--- config.mk ---
export PLATFORM = sky130hd
export DESIGN_NAME = ant_hrm_parser
export DESIGN_NICKNAME = d
export VERILOG_FILES = /design/src/rtl/ant_pkg.sv /design/src/rtl/ant_hrm_parser.sv
export SDC_FILE = /design/constraint.sdc
export NUM_CORES = 1
export LEC_CHECK = 0
export ABC_AREA = 1
export CAP_MARGIN = 5
export CORE_MARGIN = 5
export CORE_UTILIZATION = 55
export CTS_CLUSTER_SIZE = 8
export DETAILED_ROUTE_END_ITERATION = 10
export GPL_TIMING_DRIVEN = 0
export PLACE_DENSITY_LB_ADDON = 0.08
export SLEW_MARGIN = 40
export SYNTH_ARGS = -nofsm -noshare
export SYNTH_HDL_FRONTEND = slang
export SYNTH_SLANG_ARGS = --single-unit
export TNS_END_PERCENT = 50
--- constraint.sdc ---
create_clock -name CLOCK_50 -period 3.1 [get_ports CLOCK_50]
set_input_delay 0.62 -clock CLOCK_50 [delete_from_list [all_inputs] [get_ports CLOCK_50]]
set_output_delay 0.62 -clock CLOCK_50 [all_outputs]
set_load 0.03 [all_outputs]
--- src/rtl/ant_pkg.sv ---
// ---------------------------------------------------------------------------
// ant_pkg
// Shared constants and types for the ANT heart-rate-monitor frame parser.
//   ANT_SYNC      : sync byte that opens every ANT frame
//   ANT_MSG_BCAST : broadcast-data message id carrying HRM pages
//   HRM_LEN       : payload length of an HRM broadcast frame
//   state_t       : parser FSM states
// ---------------------------------------------------------------------------
package ant_pkg;

    localparam logic [7:0] ANT_SYNC      = 8'hA4;
    localparam logic [7:0] ANT_MSG_BCAST = 8'h4E;
    localparam int         HRM_LEN       = 9;

    typedef enum logic [2:0] {
        HUNT,
        LEN,
        ID,
        DATA,
        CSUM
    } state_t;

endpackage

--- src/rtl/ant_hrm_parser.sv ---
// ---------------------------------------------------------------------------
// ant_hrm_parser
// Parses the ANT byte stream from the UART receiver, validates HRM broadcast
// frames and publishes the heart rate with a freshness flag.
//
// Ports:
//   CLOCK_50       in   1  system clock (50 MHz), only clock
//   RESET_N        in   1  asynchronous active-low reset
//   rx_byte        in   8  received byte, valid when received=1
//   received       in   1  single-cycle byte strobe
//   hr_bpm         out  8  last accepted heart rate (bpm)
//   hr_valid       out  1  high while hr_bpm is fresh
//   hr_update      out  1  one-cycle pulse per accepted HRM frame
//   beat_count     out  8  last accepted heartbeat event count
//   csum_err_count out  8  checksum failures, saturating at 255
// ---------------------------------------------------------------------------
module ant_hrm_parser
    import ant_pkg::*;
#(
    parameter int CHANNEL      = 0,
    parameter int MAX_LEN      = 13,
    parameter int GAP_CYCLES   = 50_000,
    parameter int STALE_CYCLES = 100_000_000
) (
    input  logic       CLOCK_50,
    input  logic       RESET_N,
    input  logic [7:0] rx_byte,
    input  logic       received,
    output logic [7:0] hr_bpm,
    output logic       hr_valid,
    output logic       hr_update,
    output logic [7:0] beat_count,
    output logic [7:0] csum_err_count
);

    // Payload storage must always hold at least a full HRM page, even if
    // MAX_LEN were configured smaller than HRM_LEN.
    localparam int DEPTH   = (MAX_LEN > HRM_LEN) ? MAX_LEN : HRM_LEN;
    localparam int IDX_W   = $clog2(DEPTH + 1);
    localparam int GAP_W   = $clog2(GAP_CYCLES + 1);
    localparam int STALE_W = $clog2(STALE_CYCLES + 1);

    localparam logic [7:0]         CHANNEL_B  = 8'(CHANNEL);
    localparam logic [GAP_W-1:0]   GAP_LAST   = GAP_W'(GAP_CYCLES - 1);
    localparam logic [STALE_W-1:0] STALE_MAX  = STALE_W'(STALE_CYCLES);
    localparam logic [STALE_W-1:0] STALE_LAST = STALE_W'(STALE_CYCLES - 1);

    state_t             state;
    logic [7:0]         len_r;
    logic [7:0]         msg_id;
    logic [7:0]         data_r [DEPTH];
    logic [IDX_W-1:0]   idx;
    logic [7:0]         csum_acc;
    logic [GAP_W-1:0]   gap_cnt;
    logic [STALE_W-1:0] stale_cnt;

    logic csum_match;
    logic frame_hrm;
    logic accept;
    logic csum_bad;

    // csum_acc already holds the XOR of SYNC..last data byte when in CSUM,
    // so the incoming byte is compared directly against it. The stored frame
    // is complete by then, so the HRM content test is purely combinational.
    assign csum_match = (rx_byte == csum_acc);
    assign frame_hrm  = (msg_id == ANT_MSG_BCAST) &&
                        (len_r == 8'(HRM_LEN)) &&
                        (data_r[0] == CHANNEL_B) &&
                        (data_r[HRM_LEN-1] != 8'h00);
    assign accept     = (state == CSUM) && received && csum_match && frame_hrm;
    assign csum_bad   = (state == CSUM) && received && !csum_match;

    // Frame FSM. Every transition is driven by a byte strobe except the
    // inter-byte gap abort, which returns to HUNT after GAP_CYCLES idle
    // cycles inside a frame. A strobe always clears the gap count, so a
    // strobe arriving on the expiry cycle keeps the frame alive. The
    // checksum is accumulated byte by byte so CSUM needs only one compare.
    always_ff @(posedge CLOCK_50 or negedge RESET_N) begin
        if (!RESET_N) begin
            state    <= HUNT;
            len_r    <= '0;
            msg_id   <= '0;
            idx      <= '0;
            csum_acc <= '0;
            gap_cnt  <= '0;
            for (int i = 0; i < DEPTH; i++) begin
                data_r[i] <= '0;
            end
        end else if (received) begin
            gap_cnt <= '0;
            case (state)
                HUNT: begin
                    if (rx_byte == ANT_SYNC) begin
                        csum_acc <= rx_byte;
                        state    <= LEN;
                    end
                end
                LEN: begin
                    if (int'(rx_byte) > MAX_LEN) begin
                        state <= HUNT;
                    end else begin
                        len_r    <= rx_byte;
                        csum_acc <= csum_acc ^ rx_byte;
                        state    <= ID;
                    end
                end
                ID: begin
                    msg_id   <= rx_byte;
                    csum_acc <= csum_acc ^ rx_byte;
                    idx      <= '0;
                    state    <= (len_r == 8'h00) ? CSUM : DATA;
                end
                DATA: begin
                    data_r[idx] <= rx_byte;
                    csum_acc    <= csum_acc ^ rx_byte;
                    if (8'(idx) == len_r - 8'd1) begin
                        state <= CSUM;
                    end else begin
                        idx <= idx + 1'b1;
                    end
                end
                CSUM: begin
                    state <= HUNT;
                end
                default: begin
                    state <= HUNT;
                end
            endcase
        end else if (state != HUNT) begin
            if (gap_cnt == GAP_LAST) begin
                gap_cnt <= '0;
                state   <= HUNT;
            end else begin
                gap_cnt <= gap_cnt + 1'b1;
            end
        end
    end

    // Published outputs and freshness timer. An accepted frame loads the
    // heart rate and beat count, pulses hr_update and restarts the stale
    // timer from zero in the same edge. The timer saturates at STALE_CYCLES
    // and drops hr_valid on the edge where it reaches that value; the last
    // heart rate and beat count stay visible. Checksum errors saturate.
    always_ff @(posedge CLOCK_50 or negedge RESET_N) begin
        if (!RESET_N) begin
            hr_bpm         <= '0;
            hr_valid       <= 1'b0;
            hr_update      <= 1'b0;
            beat_count     <= '0;
            csum_err_count <= '0;
            stale_cnt      <= '0;
        end else begin
            hr_update <= accept;
            if (accept) begin
                hr_bpm     <= data_r[HRM_LEN-1];
                beat_count <= data_r[HRM_LEN-2];
                hr_valid   <= 1'b1;
                stale_cnt  <= '0;
            end else if (stale_cnt != STALE_MAX) begin
                stale_cnt <= stale_cnt + 1'b1;
                if (stale_cnt == STALE_LAST) begin
                    hr_valid <= 1'b0;
                end
            end
            if (csum_bad && (csum_err_count != 8'hFF)) begin
                csum_err_count <= csum_err_count + 8'd1;
            end
        end
    end

endmodule

# Yosys cells after proc, flatten, opt, wreduce, memory -nomap -nowiden
# Index checks and enable logic that the tools add are counted.
[classes] eq_ne=18 div=0 muxes=24 order_cmp=3 add_sub_neg=5 shift=0 bitwise_logic=3 mul=0 reduce_logical=29
[ops] operator="$bwmux W104" count=1
[ops] operator="$mux W27" count=2
[ops] operator="$mux W16" count=3
[ops] operator="$demux W8 S4" count=1
[ops] operator="$add A27 B1 Y27 const B" count=1
[ops] operator="$eq A27 B27 Y1 const B" count=1
[ops] operator="$ne A27 B27 Y1 const B" count=1
[ops] operator="$mux W8" count=3
[ops] operator="$pmux W8 S3" count=1
[ops] operator="$mux W3" count=6
[ops] operator="$add A16 B1 Y16 const B" count=1
[ops] operator="$eq A16 B16 Y1 const B" count=1
[ops] operator="$logic_not A8 Y1" count=2
[ops] operator="$pmux W3 S4" count=1
[ops] operator="$reduce_bool A2 Y1" count=5
[ops] operator="$logic_and A1 B1 Y1" count=9
[ops] operator="$add A8 B1 Y8 const B" count=1
[ops] operator="$eq A4 B8 Y1" count=1
[ops] operator="$eq A8 B4 Y1 const B" count=1
[ops] operator="$eq A8 B7 Y1 const B" count=1
[ops] operator="$eq A8 B8 Y1" count=1
[ops] operator="$eq A8 B8 Y1 const B" count=1
[ops] operator="$gt A8 B4 Y1 const B" count=1
[ops] operator="$ne A8 B8 Y1 const B" count=1
[ops] operator="24 further kinds" count=35
[totals] ff_bits=204 rom_bits=0 inputBits=11 wordCells=107 mem_bits_rw=0 memories=0 latch_bits=0

# Logic depth before layout (Yosys ltp)
# Gate-level depths: netlist of the first run.
[logic_depth] depth_word=7 ltp_mapped=13 mapped_depth_nobuf=13

# Worst setup path before layout of the first run
# No wires, ideal clock.
[synth_timing] path_kind="input-to-reg" startpoint="input port rx_byte[6]" endpoint="register stale_cnt[18]" cell_stages=8 setup_time_ps=119 arrival_ps=1623 setup_slack_ps=1358 t_required_ps=2981 path_cell_list="xor2_1 > nor2_1 > nand3_1 > nor2_1 > nand2_1 > nor2_4 > buf_4 > nor2_1"
[synth_between] elab_chain_cells=4 word_cells_on_any_way=5 cone_classes="eq/ne: 1; mux: 1; reduce/logical: 3"
[synth_lines] item="start, declared" line="ant_hrm_parser.sv:27" rtl="input logic [7:0] rx_byte,"
[synth_lines] item="$eq A8 B8 Y1 (*)" line="ant_hrm_parser.sv:65" rtl="assign csum_match = (rx_byte == csum_acc);"
[synth_lines] item="$logic_and A1 B1 Y1 (*) (2 in series)" line="ant_hrm_parser.sv:70" rtl="assign accept = (state == CSUM) && received && csum_match && frame_hrm;"
[synth_lines] item="$mux W27 or $reduce_bool A2 Y1 (tied branches)"
[synth_lines] item="end signal, assigned" line="ant_hrm_parser.sv:160" rtl="stale_cnt <= stale_cnt + 1'b1;"
[synth_lines] item="end, declared" line="ant_hrm_parser.sv:55" rtl="logic [STALE_W-1:0] stale_cnt;"
# Every way passes the cells marked *; elsewhere a longest branch is shown, timed or not.
# A chain may end at the register's enable or synchronous reset.

# Worst setup path in the final report of the first run
[layout_timing] startpoint="input port received" endpoint="register csum_err_count[4]"
[layout_between] elab_chain_cells=3
[layout_lines] item="start, declared" line="ant_hrm_parser.sv:28" rtl="input logic received,"
[layout_lines] item="$logic_and A1 B1 Y1 (2 in series)" line="ant_hrm_parser.sv:71" rtl="assign csum_bad = (state == CSUM) && received && !csum_match;"
[layout_lines] item="$logic_and A1 B1 Y1" line="ant_hrm_parser.sv:165" rtl="if (csum_bad && (csum_err_count != 8'hFF)) begin"
[layout_lines] item="end signal, assigned" line="ant_hrm_parser.sv:166" rtl="csum_err_count <= csum_err_count + 8'd1;"
[layout_lines] item="end, declared" line="ant_hrm_parser.sv:33" rtl="output logic [7:0] csum_err_count"
# No other way between the ends.

==> results.json, run 1 <==
{
  "cts_tree": "yes",
  "num_antenna_cells": 0,
  "ys.flop_type": "dfrtp_1",
  "clk_pin_slew_worst_paths_ps": 60,
  "port_buffers": 36,
  "finalSetupViolations": 0,
  "yosysTopAreaCell": "dfrtp_1",
  "via_per_inst": 5.31,
  "grt_pass1_vias": 5340,
  "htreeDepth": 4,
  "clock_skew_ps": 8.56,
  "dr.pass1.iters": 5,
  "ant_nets": 0,
  "rsz0062_at_grt": "no",
  "endpoint": "csum_err_count[4]",
  "synth_area_leaders": "dfrtp_1, nand2_1, nor2_1",
  "io_pins": 37,
  "final_cell_area_um2": 7640,
  "synth_edf_count": 0,
  "r2r_start": "stale_cnt[0]",
  "place_congestion": 0.888,
  "reg2regPathDepth": 10,
  "coreArea_um2": 11500,
  "outcome": "finished clean",
  "fp.dieW_um": 118,
  "clockBufferDepth": 2,
  "drtIter0Drc": 591,
  "nets": 892,
  "p_per_area_nw_per_um2": 714,
  "drc": 0,
  "tns_ps": 0,
  "grt_pass1_wl_um": 25000,
  "synth_nets": 836,
  "grt_overflow_total": 0,
  "netlist.area_leader.share_pct": 47.9,
  "r2r_setup_slack_ps": 1080,
  "num-fill-cells": 955,
  "post_dp_cell_area_um2": 7040,
  "routed_wirelength_um": 14600,
  "critical_path_class": "input port to flop",
  "grt_antenna_before_repair": 0,
  "synth_warnings": 0,
  "required_ps": 3430,
  "start_util_pct": 56.4,
  "area_delta_synth_final_pct": 18.1,
  "register_area_um2": 3100,
  "cts.sink_count": 124,
  "yosysSeqAreaShare_pct": 47.9,
  "synthTopCellsByCount": "nand2_1, dfrtp_1, nor2_1, inv_1, nand3_1",
  "startpoint": "received",
  "period_needed_ps": 2210,
  "layout-drive-gt1-share_pct": 8.35,
  "hold_violations": 0,
  "synth_most_common_cell": "nand2_1",
  "num_rows": 39,
  "slew_headroom_pct": 67.1,
  "synth_area_um2": 6470,
  "rr_endpoint": "stale_cnt[12]",
  "synth-seq-cells": 124,
  "die-area_um2": 14000,
  "post-route-period-util_pct": 71.2,
  "worstPathArrival_ps": 2540,
  "max_clock_freq_mhz": 453,
  "worstPathMaxFanout": 9,
  "clkLatencyLatePin_ps": 420,
  "postCtsSetupRepairBufs": 0,
  "async_reset_ff_share_pct": 100,
  "cp-end-kind": "flop",
  "cts_buffers": 17,
  "cts_hold_buf": 0,
  "grt.total_usage_pct": 21.6,
  "multi_input_area_um2": 2950,
  "die_y_um": 118,
  "leakage_nw": 3.52,
  "synth.avg_cell_area_um2": 7.92,
  "hpwlAfterDp_um": 10200,
  "final_max_slew_viol_count": 0,
  "cp-start-kind": "input port",
  "grt_max_degree": 71,
  "synthCells": 817,
  "ctsResizeCount": 0,
  "hp-class": "input port to asynchronous set/reset pin",
  "tightest_slew_ps": 491,
  "root_buffer": "clkbuf_16",
  "synth.distinct_cells": 32,
  "via_count": 5461,
  "wl_per_cell_um": 14.2,
  "max_cap_violations": 0,
  "irDropWorstVdd_mv": 0.629
}
-- flip-flops by register name (all words and copies together) (netlist names), 3 cells and up --
signal,count
beat_count,8
csum_acc,8
csum_err_count,8
data_r,24
gap_cnt,16
hr_bpm,8
idx,4
len_r,8
msg_id,8
stale_cnt,27
state,3
-- layer usage --
metal / global-route usage [%] / wire length [µm]
met1: 29.2 / 6800
met2: 33.8 / 6950
met3: 6.30 / 695
met4: 6.87 / 170
met5: 0 / 0
-- metrics by stage --
step / total power [W] / utilization (%) / instances / hold slack [ps] / setup WS, ps
after floorplan: 0.00309 / - / 817 / 324 / 1360
after global placement: 0.00342 / 61.1 / 996 / 457 / -3310
after detailed placement: 0.00348 / 61.4 / 997 / 459 / 495
after CTS: 0.00548 / 66.6 / 1029 / 116 / 899
after global routing: 0.00581 / 66.6 / 1029 / 126 / 780
final: 0.00545 / 66.6 / 1029 / 105 / 893
-- cell usage in the layout, fill, tap and decap left out, types with 2 or more instances in the layout --
cell,n
a31oi_1,3
nand3_1,44
a21oi_1,12
clkbuf_1,3
xor2_1,28
o21ai_1,24
buf_4,3
o21ai_2,10
bufinv_16,2
ha_1,8
dfrtp_1,124
nand2_1,217
nor3_1,35
inv_2,4
and3_1,2
buf_2,5
o21ai_0,37
nand4_1,28
buf_6,2
clkinvlp_4,4
nor2_4,3
xnor2_1,11
nand3b_1,2
nand2_2,3
clkinv_2,3
nand4_4,3
nor2_1,109
clkdlybuf4s50_1,35
clkbuf_8,4
nor3_2,3
nor2_2,3
clkbuf_16,17
inv_1,87
-- kinds of logic after synthesis --
| group | synth area share [%] |
|---|---|
| XOR/XNOR | 5.28 |
| buffers and inverters | 6.48 |
| multiplexers | 0.155 |
| AO/OA/AOI/OAI | 7.38 |
| flip-flops | 47.9 |
| adder cells (fa/ha/maj) | 1.55 |
| AND/OR/NAND/NOR | 31.2 |
-- worst min path at each step --
| stage | startpoint | end | slack [ps] | depth (start not counted) |
|---|---|---|---|---|
| 2_1_floorplan | RESET_N | beat_count[0] | 320 | 0 |
| 3_3_place_gp | data_r[40] | beat_count[0] | 460 | 2 |
| 3_5_place_dp | data_r[42] | beat_count[2] | 460 | 2 |
| 4_1_cts | RESET_N | stale_cnt[7] | 120 | 1 |
| 5_1_grt | RESET_N | stale_cnt[24] | 130 | 1 |
| 6_report | RESET_N | stale_cnt[25] | 100 | 1 |
-- power breakdown --
part | switching (W) | internal [W] | total (W)
Clock | 0.000724 | 0.00126 | 0.00199
Combinational | 0.000864 | 0.000475 | 0.00134
Sequential | 0.000237 | 0.00189 | 0.00213
Total | 0.00182 | 0.00363 | 0.00545
-- area by class of cell --
cell class,count,area share [%]
Inverter,91,4.47
Sequential cell,124,40.6
Tap cell,143,2.34
Buffer,12,1.02
Clock buffer,22,6.34
Multi-Input combinational cell,590,38.6
Clock inverter,10,1.49
Timing Repair Buffer,37,5.14
-- critical path, cell delays in order --
cell and delay, ps:
clkdlybuf4s50_1 650, inv_2 180, nor3_2 310, inv_1 90, nor2_1 130, o21ai_2 160
inv_1 220, nand2_1 80, o21ai_0 80
Power figures use the tool's default switching activity.
==> run 2, diff against run 1 <==
==> constraint.sdc (replaced) <==
create_clock -name CLOCK_50 -period 2.1 [get_ports CLOCK_50]
set_input_delay 0.42 -clock CLOCK_50 [delete_from_list [all_inputs] [get_ports CLOCK_50]]
set_output_delay 0.42 -clock CLOCK_50 [all_outputs]
set_load 0.03 [all_outputs]
==> run 2 against run 1 <==
Die area is the same. Worst setup slack lost 780 ps. Combinational power grew 48%. Wire length grew 0.75%. Utilization grew 0.34 points. Worst hold slack gained 330 ps. Register-to-register slack lost 920 ps. Sequential share of layout area shrank 0.21 points. Total power grew 48%. Final area grew 0.51%. Sequential power grew 47%. First-iteration DRC count grew 12%. Largest cell class unchanged. Largest power group unchanged.
==> results.json, run 2 (synthesized netlist as in run 1, its figures left out) <==
{
  "hp-class": "input port to flop",
  "hold_violations": 0,
  "ant_nets": 0,
  "via_per_inst": 5.34,
  "max_cap_violations": 0,
  "period_needed_ps": 1990,
  "final_cell_mix": "nand2_1, dfrtp_1, nor2_1, inv_1, nand3_1",
  "sw_frac_of_total_pct": 33.4,
  "grt.total_usage_pct": 21.6,
  "tightest_slew_ps": 492,
  "p_sw_w": 0.00269,
  "drtIter0Drc": 662,
  "slowest_delay_ps": 710,
  "irDropWorstVdd_mv": 0.929,
  "finalSetupViolations": 0,
  "grt-busiest-layer": "met2",
  "die-area_um2": 14000,
  "final_max_slew_viol_count": 0,
  "root_buffer": "clkbuf_16",
  "final_cell_area_um2": 7680,
  "use_met3_pct": 6.30,
  "crit_family": "buffers and inverters",
  "place_congestion": 0.888,
  "slew_headroom_pct": 67.1,
  "startpoint": "csum_err_count[5]",
  "leakage_nw": 3.56,
  "dr.pass1.iters": 5,
  "critical_path_class": "flop to primary output",
  "fp.dieW_um": 118,
  "final_common_cell": "nand2_1",
  "grt_pass1_wl_um": 25000,
  "clockBufferDepth": 2,
  "outcome": "finished clean",
  "htreeDepth": 4,
  "grt_antenna_before_repair": 0,
  "grt_overflow_total": 0,
  "power_w": 0.00805,
  "cp-end-kind": "primary output",
  "max_clock_freq_mhz": 504,
  "die_y_um": 118,
  "clkLatencyLatePin_ps": 420,
  "hp-start": "received",
  "cts_tree": "yes",
  "grt_max_degree": 71,
  "post-route-period-util_pct": 94.5,
  "path_buf_inv": 1,
  "cts.sink_count": 124,
  "regMostFlops": "stale_cnt",
  "start_util_pct": 56.4,
  "whs_ps": 432,
  "nets": 895,
  "reg.largest.list": "stale_cnt: 27 flops, data_r: 24 flops, gap_cnt: 16 flops",
  "required_ps": 1680,
  "port_buffers": 36,
  "use_met1_pct": 29.3,
  "cp-start-kind": "flop",
  "grt_pass1_vias": 5343,
  "via_count": 5512,
  "largest_reg_flops": 27,
  "num_antenna_cells": 0,
  "pwr-share-comb_pct": 24.6,
  "clock_skew_ps": 7.19,
  "clk_pin_slew_worst_paths_ps": 50,
  "cts_buffers": 17,
  "drc": 0,
  "p_seq_share_pct": 39.0,
  "clkPwrFrac_pct": 36.4,
  "r2r_start": "stale_cnt[0]",
  "post_dp_cell_area_um2": 7040,
  "p_int_w": 0.00536,
  "p_per_area_nw_per_um2": 1050,
  "worstPathArrival_ps": 1570,
  "cp_slowest_cell": "clkdlybuf4s50_1",
  "layout-drive-gt1-share_pct": 8.77,
  "num_rows": 39,
  "io_pins": 37,
  "area_delta_synth_final_pct": 18.7,
  "grtUsageMet2_pct": 33.8,
  "crit_chain": "clkdlybuf4s50_1",
  "hpwlAfterDp_um": 10200,
  "routed_wirelength_um": 14700,
  "rsz0062_at_grt": "no",
  "worstPathMaxFanout": 6,
  "wl_per_cell_um": 14.3,
  "coreArea_um2": 11500
}
run 2: repair_timing:
action | in CTS | in global routing
setup buffers | 0 | 2
hold endpoints to repair | 54 | 0
gates resized for setup | 0 | 4
hold buffers | 1 | 0
setup endpoints to repair | 0 | 5
run 2: final cells by class:
type / count / area [µm²]
clock inverters: 10 / 114
well taps: 143 / 179
clock buffers: 22 / 484
fillers: 948 / 3790
multi-input cells: 590 / 2960
inverters: 91 / 342
plain buffers: 12 / 77.6
flip-flops and latches: 124 / 3100
repair buffers: 40 / 420
run 2: path summary, 6_finish.rpt:
path | depth (start not counted) | slack, ps | end
min | 3 | 430 | state[1]
max in group asynchronous | 3 | 930 | csum_acc[6]
max reg2reg | 10 | 160 | stale_cnt[12]
max | 1 | 110 | csum_err_count[5]
min reg2reg | 2 | 470 | beat_count[4]
min in group asynchronous | 2 | 510 | stale_cnt[25]
run 2: worst min-delay path, stage by stage:
cell	delay (ps)
dlymetal6s2s_1	220
nand2_1	110
nand2_1	50
run 2: metal layers:
metal	wire (µm)	vias up
met2	7000	160
met1	6790	2589
met5	0	-
li1	-	2749
met4	172	0
met3	765	14
run 2: power by group through the flow:
stage	Combinational [W]	Clock (W)	Sequential [W]
after detailed placement	0.00197	0	0.00317
final	0.00198	0.00293	0.00314
after floorplan	0.00139	0	0.00318
after global placement	0.00190	0	0.00315
after global routing	0.00227	0.00311	0.00320
after CTS	0.00198	0.00297	0.00313
run 2: per-stage QoR:
step | worst slack, ps | TNS (ps) | utilization (%) | std cells
after floorplan | 393 | 0 | - | 817
after global placement | -4110 | -527350 | 61.1 | 996
after detailed placement | -305 | -18350 | 61.4 | 997
after CTS | 99.0 | 0 | 66.7 | 1030
after global routing | 9.85 | 0 | 67.0 | 1032
final | 115 | 0 | 67.0 | 1032
==> variant (settings of run 2) <==
One comparison of `gap_cnt` changes from == to >=.
--- a/src/rtl/ant_hrm_parser.sv
+++ b/src/rtl/ant_hrm_parser.sv
@@ -129,3 +129,3 @@
         end else if (state != HUNT) begin
-            if (gap_cnt == GAP_LAST) begin
+            if (gap_cnt >= GAP_LAST) begin
                 gap_cnt <= '0;
Formal check against the unedited RTL: no difference found for any inputs over 4 cycles, from zero or initial values and one cycle with RESET_N low; that may be too few to reach the edited logic, so the function may still have changed.
==> variant against run 2 <==
Sequential cell count is the same; cell area shrank 0.18%; setup slack lost 0.024 ns; count of clock-buffer cells in the layout grew 1; synthesized area grew 0.35%; clock power shrank 4%; wire length shrank 1.3%; total power shrank 5.4%; critical path type unchanged; critical endpoint unchanged; largest cell class unchanged.
==> variant: results (changes against run 2) <==
| Metric | Value |
|---|---|
| Synthesized netlist cell count | 799 (-2.2%) |
| Post-placement worst setup slack | -0.472 ns (-0.167 ns) |
| Routed wire per std cell | 14.4 um (+0.65%) |
| Slew @ Worst Pin | 0.570 ns (+0.0782 ns) |
| Met2 Wirelength | 7200 um (+2.9%) |
| Area contributors post-synth | dfrtp_1, nand2_1, inv_1 |
| R2R cell count | 8 (-2) |
| Worst EP arrival | 1.59 ns (+0.02 ns) |
| Register share of total power | 40.8% (+1.8 points) |
| Peak supply drop | 0.635 mV (-32%) |
| Final nets | 877 (-2.0%) |
| Area post-placement | 7070 um^2 (+0.32%) |
| Layout cells sized above 1 | 10.2% (+1.5 points) |
| Met3 routed WL | 605 um (-21%) |
| Sequential area share after synthesis | 47.8% (-0.17 points) |
| Switching Power | 0.00242 W (-10%) |
| Logic power comb | 0.00170 W (-14%) |
| Status | finished clean |
| Met1 usage | 28.3% (-0.99 points) |
| Skew final | 0.00917 ns (+0.00197 ns) |
| Post-DP HPWL | 10400 um (+1.8%) |
| Vias per inst | 5.31 (-0.54%) |
| Pwr Density | 993 nW/um^2 (-5.3%) |
| First-pass GRT wire length | 25400 um (+1.5%) |
| Total global-route track usage | 22.2% (+0.60 points) |
| GR Util met3 | 6.16% (-0.14 points) |
| Area occupied by multi-input gates | 2910 um^2 (-1.6%) |
| GP Congestion | 0.922 (+3.8%) |
[variant: cell types whose count changed after synthesis, moves of 5 or more]
cell,before,now
nor3_1,35,29
nor2_1,109,88
o21ai_1,24,17
nor4_1,0,10
buf_6,2,8
nand3_1,44,35
a21oi_1,12,7
o21ai_2,10,15
inv_1,87,93
[variant: logic make-up (layout without fill, tap and decap cells)]
family | Yosys count | in the layout | share of synthesized area [%]
adders and majority gates | 9 | 9 | 1.73
buffers and inverters | 114 | 184 | 7.69
DFF | 124 | 124 | 47.8
AOI/OAI and AO/OA | 78 | 78 | 7.17
xor gates and xnor gates | 46 | 46 | 6.20
and+or+nand+nor | 428 | 428 | 29.4
[variant: cell type report]
class	count	area share, %
Timing Repair Buffer	39	5.39
Buffer	15	1.66
Multi-Input combinational cell	561	38.0
Clock inverter	8	1.21
Sequential cell	124	40.5
Tap cell	143	2.33
Clock buffer	23	6.10
Inverter	99	4.85
